### config.mk
export PLATFORM = sky130hd
export DESIGN_NAME = namco_cpuctl
export DESIGN_NICKNAME = d
export VERILOG_FILES = /design/src/rtl/namco_cpuctl.sv
export SDC_FILE = /design/constraint.sdc
export NUM_CORES = 1
export LEC_CHECK = 0
export ABC_AREA = 1
export ABC_CLOCK_PERIOD_IN_PS = 1800
export CORE_ASPECT_RATIO = 1.25
export CORE_MARGIN = 1
export CORE_UTILIZATION = 28
export CTS_BUF_LIST = sky130_fd_sc_hd__clkbuf_4 sky130_fd_sc_hd__clkbuf_8
export CTS_CLUSTER_DIAMETER = 50
export DETAILED_ROUTE_END_ITERATION = 6
export PLACE_DENSITY = 0.54
export SYNTH_ARGS = -nofsm -noshare
export SYNTH_HDL_FRONTEND = slang
export SYNTH_SLANG_ARGS = --single-unit
export TNS_END_PERCENT = 30
### constraint.sdc
create_clock -name MCLK -period 1.8 [get_ports MCLK]
set_input_delay 0.36 -clock MCLK [delete_from_list [all_inputs] [get_ports MCLK]]
set_output_delay 0.36 -clock MCLK [all_outputs]
set_load 0.02 [all_outputs]
### src/rtl/namco_cpuctl.sv
// CPU control unit for Namco-style multi-CPU cores: reset sequencing, VBLANK IRQs and periodic NMIs.
// Optional watchdog (register 0x20, WDOG_FRAMES parameter) is built when NAMCO_CPUCTL_WDOG_EN is defined.
module namco_cpuctl #(
    parameter int NCPU     = 3,
    parameter int RST_HOLD = 64,
    parameter int PRESC    = 3072,
    parameter int NMI_W    = 32
`ifdef NAMCO_CPUCTL_WDOG_EN
    ,
    parameter int WDOG_FRAMES = 8
`endif
) (
    input  logic            MCLK,
    input  logic            RESET_N,
    input  logic            WE,
    input  logic [5:0]      AD,
    input  logic [7:0]      DI,
    input  logic            VBLK,
    input  logic [NCPU-1:0] IACK,
    output logic [NCPU-1:0] RSTS,
    output logic [NCPU-1:0] IRQS,
    output logic [NCPU-1:0] NMIS
);

    localparam int RCW = $clog2(RST_HOLD + 1);
    localparam int PW  = (PRESC > 1) ? $clog2(PRESC) : 1;
    localparam int WW  = $clog2(NMI_W + 1);

    logic                       rst0_q, rst0_d;
    logic [RCW-1:0]             rst_cnt_q, rst_cnt_d;
    logic                       sub_rst_q, sub_rst_d;
    logic                       vblk_s1_q, vblk_s1_d;
    logic                       vblk_s2_q, vblk_s2_d;
    logic                       vblk_s3_q, vblk_s3_d;
    logic [NCPU-1:0]            en_q, en_d;
    logic [NCPU-1:0]            pend_q, pend_d;
    logic [PW-1:0]              presc_q, presc_d;
    logic [NCPU-1:0][7:0]       period_q, period_d;
    logic [NCPU-1:0][7:0]       cnt_q, cnt_d;
    logic [NCPU-1:0][WW-1:0]    pulse_q, pulse_d;
`ifdef NAMCO_CPUCTL_WDOG_EN
    localparam int FW = $clog2(WDOG_FRAMES + 1);
    logic [FW-1:0]              frame_q, frame_d;
`endif

    logic vblk_rise;
    logic tick;
    logic sub_wr;
    logic sub_assert;

    // Channel 0 belongs to the sequencer; all other channels share the sub-CPU reset.
    generate
        for (genvar gi = 0; gi < NCPU; gi++) begin : g_out
            if (gi == 0) begin : g_main
                assign RSTS[gi] = rst0_q;
            end else begin : g_sub
                assign RSTS[gi] = sub_rst_q;
            end
            assign IRQS[gi] = pend_q[gi];
            assign NMIS[gi] = |pulse_q[gi];
        end
    endgenerate

    always_comb begin
        rst0_d     = rst0_q;
        rst_cnt_d  = rst_cnt_q;
        sub_rst_d  = sub_rst_q;
        vblk_s1_d  = VBLK;
        vblk_s2_d  = vblk_s1_q;
        vblk_s3_d  = vblk_s2_q;
        en_d       = en_q;
        pend_d     = pend_q;
        period_d   = period_q;
        cnt_d      = cnt_q;
        pulse_d    = pulse_q;
`ifdef NAMCO_CPUCTL_WDOG_EN
        frame_d    = frame_q;
`endif

        vblk_rise  = vblk_s2_q & ~vblk_s3_q;
        tick       = (presc_q == PW'(PRESC - 1));
        presc_d    = tick ? '0 : presc_q + 1'b1;

        if (rst0_q) begin
            rst_cnt_d = rst_cnt_q + 1'b1;
            if (rst_cnt_q == RCW'(RST_HOLD - 1)) begin
                rst0_d = 1'b0;
            end
        end

        sub_wr     = WE && (AD == 6'h08);
        sub_assert = sub_wr && !DI[0];
        if (sub_wr) begin
            sub_rst_d = ~DI[0];
        end

        for (int i = 0; i < NCPU; i++) begin
            // Order encodes priority: IACK < VBLANK set < enable-clear write.
            if (IACK[i]) begin
                pend_d[i] = 1'b0;
            end
            if (vblk_rise && en_q[i] && !RSTS[i]) begin
                pend_d[i] = 1'b1;
            end
            if (WE && (AD == 6'(i))) begin
                en_d[i] = DI[0];
                if (!DI[0]) begin
                    pend_d[i] = 1'b0;
                end
            end

            if (pulse_q[i] != '0) begin
                pulse_d[i] = pulse_q[i] - 1'b1;
            end
            if (tick && (period_q[i] != 8'd0) && !RSTS[i]) begin
                if (cnt_q[i] == period_q[i] - 8'd1) begin
                    cnt_d[i]   = 8'd0;
                    pulse_d[i] = WW'(NMI_W);
                end else begin
                    cnt_d[i] = cnt_q[i] + 8'd1;
                end
            end
            // A running pulse is left alone on a period change unless the period is zero.
            if (WE && (AD == 6'(16 + i))) begin
                period_d[i] = DI;
                cnt_d[i]    = 8'd0;
                if (DI == 8'd0) begin
                    pulse_d[i] = '0;
                end
            end

            if (sub_assert && (i != 0)) begin
                pend_d[i]  = 1'b0;
                cnt_d[i]   = 8'd0;
                pulse_d[i] = '0;
            end
        end

`ifdef NAMCO_CPUCTL_WDOG_EN
        if (rst0_q || (WE && (AD == 6'h20))) begin
            frame_d = '0;
        end else if (vblk_rise) begin
            frame_d = frame_q + 1'b1;
        end
        // Expiry behaves like a one-cycle reset that restarts the sequencer.
        if (!rst0_q && (frame_q == FW'(WDOG_FRAMES))) begin
            rst0_d    = 1'b1;
            rst_cnt_d = '0;
            sub_rst_d = 1'b1;
            vblk_s1_d = 1'b0;
            vblk_s2_d = 1'b0;
            vblk_s3_d = 1'b0;
            en_d      = '0;
            pend_d    = '0;
            presc_d   = '0;
            period_d  = '0;
            cnt_d     = '0;
            pulse_d   = '0;
            frame_d   = '0;
        end
`endif
    end

    always_ff @(posedge MCLK or negedge RESET_N) begin
        if (!RESET_N) begin
            rst0_q    <= 1'b1;
            rst_cnt_q <= '0;
            sub_rst_q <= 1'b1;
            vblk_s1_q <= 1'b0;
            vblk_s2_q <= 1'b0;
            vblk_s3_q <= 1'b0;
            en_q      <= '0;
            pend_q    <= '0;
            presc_q   <= '0;
            period_q  <= '0;
            cnt_q     <= '0;
            pulse_q   <= '0;
`ifdef NAMCO_CPUCTL_WDOG_EN
            frame_q   <= '0;
`endif
        end else begin
            rst0_q    <= rst0_d;
            rst_cnt_q <= rst_cnt_d;
            sub_rst_q <= sub_rst_d;
            vblk_s1_q <= vblk_s1_d;
            vblk_s2_q <= vblk_s2_d;
            vblk_s3_q <= vblk_s3_d;
            en_q      <= en_d;
            pend_q    <= pend_d;
            presc_q   <= presc_d;
            period_q  <= period_d;
            cnt_q     <= cnt_d;
            pulse_q   <= pulse_d;
`ifdef NAMCO_CPUCTL_WDOG_EN
            frame_q   <= frame_d;
`endif
        end
    end

endmodule
==> flow_summary.json <==
{
  "peakVddDrop_v": 0.000309,
  "slew_headroom_pct": 79.0,
  "cp_slowest_cell": "dfrtp_1",
  "drc": 0,
  "final_core_utilization_pct": 36.6,
  "ys_seq_area_share_pct": 43.3,
  "synthMuxAreaShare_pct": 0,
  "cts.path.max_buffers": 2,
  "ant_nets": 0,
  "status": "complete, but fails checks",
  "num_antenna_cells": 0,
  "path_delay_family": "simple AND/OR/NAND/NOR gates",
  "hold_depth": 0,
  "overflow": 0,
  "antenna_found_initial": 0,
  "total_power_w": 0.00615,
  "drtIter0Drc": 163,
  "synth_top_cells_by_area": "dfrtp_1, nand2_1, inv_1, xor2_1, nor2_1",
  "synth_compound_area_share_pct": 8.21,
  "core_mm2": 0.0194,
  "r2r_setup_slack_ns": 0.04,
  "crit_path_max_fanout": 2,
  "io_pins": 30,
  "syn_nets": 742,
  "routedWlPerCell_um": 11.4,
  "power.density_mw_per_mm2": 867,
  "ys_async_sr_fraction_pct": 100,
  "fmax_ghz": 0.502,
  "violations": "negative setup slack",
  "end_kind": "output pin",
  "yosysUniqueCellTypes": 36,
  "grt_pass1_wl_um": 21600,
  "clkTransAtPathRegs_ns": 0.10,
  "mostFrequentLayoutCell": "nand2_1",
  "row_count": 57,
  "postSynthCellCount": 707,
  "firstDrtPassIters": 4,
  "worstHoldPathType": "register to register",
  "hold_slack_ns": 0.374,
  "worstSetupStartpointType": "register",
  "grt_max_degree": 42,
  "slew_violations": 0,
  "synth_flop_cell": "dfrtp_1",
  "maxCapViolCount": 0,
  "skew_ns": 0.0166,
  "layout_common_cells": "nand2_1, dfrtp_1, inv_1",
  "synth_top_family_by_area": "simple AND/OR/NAND/NOR gates",
  "finalHoldViolations": 0,
  "grt_usage_pct": 13.2,
  "crit_type": "register to output pin",
  "crit_required_ns": 1.44,
  "die_y_um": 159,
  "reg2reg_to": "cnt_q[2]",
  "yosysWarnings": 0,
  "yosys.area_share.adder_pct": 3.16,
  "place_ws_ns": -0.235,
  "r2r-start": "presc_q[1]",
  "grt_pass1_vias": 4663,
  "synth_seq_cells": 96,
  "vias": 4623,
  "synth-xor-area-share_pct": 8.21,
  "gp_congestion": 0.781,
  "synth_edf_count": 0,
  "htreeDepth": 3,
  "worstRegToRegCells": 10,
  "drive_above_1_share_pct": 21.3,
  "cts_tree": "yes",
  "min_from": "vblk_s1_q",
  "clk_latency_ns": 0.38,
  "setup_ws_ns": -0.190,
  "finalCritPeriodShare_pct": 111,
  "netlist_area_mm2": 0.00555,
  "cts_buffers": 9,
  "synthToLayoutAreaGrowth_pct": 27.9,
  "max_slew.worst_pin.slew_ns": 0.312,
  "min_to": "vblk_s2_q",
  "max_stage_delay_ns": 0.39,
  "rsz0062_at_grt": "yes",
  "die_area_mm2": 0.0204,
  "nets": 848,
  "synth_top_area_share_pct": 42.4,
  "critPathArrivalTime_ns": 1.63,
  "setup_viol": 1,
  "crit_path_cell_trace": "inv_2 -> ha_4 -> inv_2 -> nor3_2 -> inv_1 -> nor2_2 -> nand2_1 -> buf_6",
  "cts-root-buf": "clkbuf_8",
  "die_x_um": 128,
  "cts_sinks": 96,
  "critical_path_buf_inv_count": 4,
  "min_period_ns": 1.99,
  "hpwl_um": 9490,
  "start_util_pct": 28.6,
  "postSynthAreaPerCell_um2": 7.85,
  "port_buffers": 29,
  "routed_wirelength_um": 12300,
  "timing.critical_path.mode_cell": "inv_2",
  "synth_top_cell_by_area": "dfrtp_1",
  "p_leak_nw": 3.44,
  "synthSimpleGateAreaFrac_pct": 29.0,
  "vias_per_cell": 4.27
}
sequential cells by signal (all words and copies together) (netlist names):
name and cells:
IRQS 3, rst0_q 1, sub_rst_q 1, presc_q 12, vblk_s3_q 1, en_q 3
cnt_q 24, vblk_s2_q 1, pulse_q 18, vblk_s1_q 1, period_q 24, rst_cnt_q 7
power by group:
| part | total, W | switching [W] | internal (W) |
|---|---|---|---|
| clock | 0.00139 | 0.000822 | 0.000567 |
| combinational | 0.00207 | 0.00110 | 0.000977 |
| sequential | 0.00269 | 0.000227 | 0.00246 |
| total | 0.00615 | 0.00215 | 0.00400 |
metrics by stage:
step	area, µm²	TNS [ns]	cells
2_1_floorplan	5550	0	707
5_1_grt	7100	-1.76	1083
4_1_cts	6890	-0.289	1078
6_report	7100	-0.190	1083
3_5_place_dp	6670	-7.98	1061
3_3_place_gp	6670	-7.99	1061
worst max-delay path by stage:
stage / startpoint / endpoint / slack [ns] / cells past startpoint
final: pulse_q[1] / NMIS[0] / -0.19 / 8
after global routing: pulse_q[1] / NMIS[0] / -0.27 / 8
after CTS: pulse_q[1] / NMIS[0] / -0.17 / 8
after detailed placement: AD[5] / cnt_q[10] / -0.23 / 12
after global placement: AD[5] / pulse_q[16] / -0.24 / 12
after floorplan: period_q[0] / pulse_q[3] / 0.1 / 14
cells in the mapped netlist (8+ instances only):
library cell  number
inv_2              8
xnor2_1           14
nand3_1           42
a21oi_1           16
ha_1              14
nand3b_1           8
nand2_1          154
nor2_1            83
o21ai_0           38
xor2_1            38
nor3_1            14
o21ai_1           23
nand4_1           14
inv_1             94
dfrtp_1           94
metal layers:
| metal | vias to the layer above | wire (µm) | track usage (%) |
|---|---|---|---|
| li1 | 2458 | - | - |
| met1 | 2107 | 5470 | 15.8 |
| met2 | 45 | 6380 | 23.3 |
| met3 | 13 | 208 | 1.48 |
| met4 | 0 | 294 | 6.20 |
| met5 | - | 0 | 0 |
cell families (layout without fill, tap and decap cells):
logic type / Yosys count / count (layout)
compound gates: 86 / 86
xor+xnor: 52 / 52
fa+ha+maj: 14 / 14
buf+inv: 114 / 225
flops: 96 / 96
simple gates: 345 / 345
timing repair:
item | 4_1_cts | 5_1_grt
setup buffers | 0 | 5
pin swaps | 0 | 28
hold buffers | 1 | 0
endpoints found under the hold margin | 18 | 0
gates resized for setup | 28 | 50
setup endpoints to repair | 21 | 46
layout make-up:
type,instances,area [µm²]
multi-input combinational,497,2890
inverter,103,392
clock inverter,5,38.8
sequential,96,2410
clock buffer,11,145
fill,2073,12300
tap,265,332
timing repair buffer,106,892
Power figures use the tool's default switching activity.
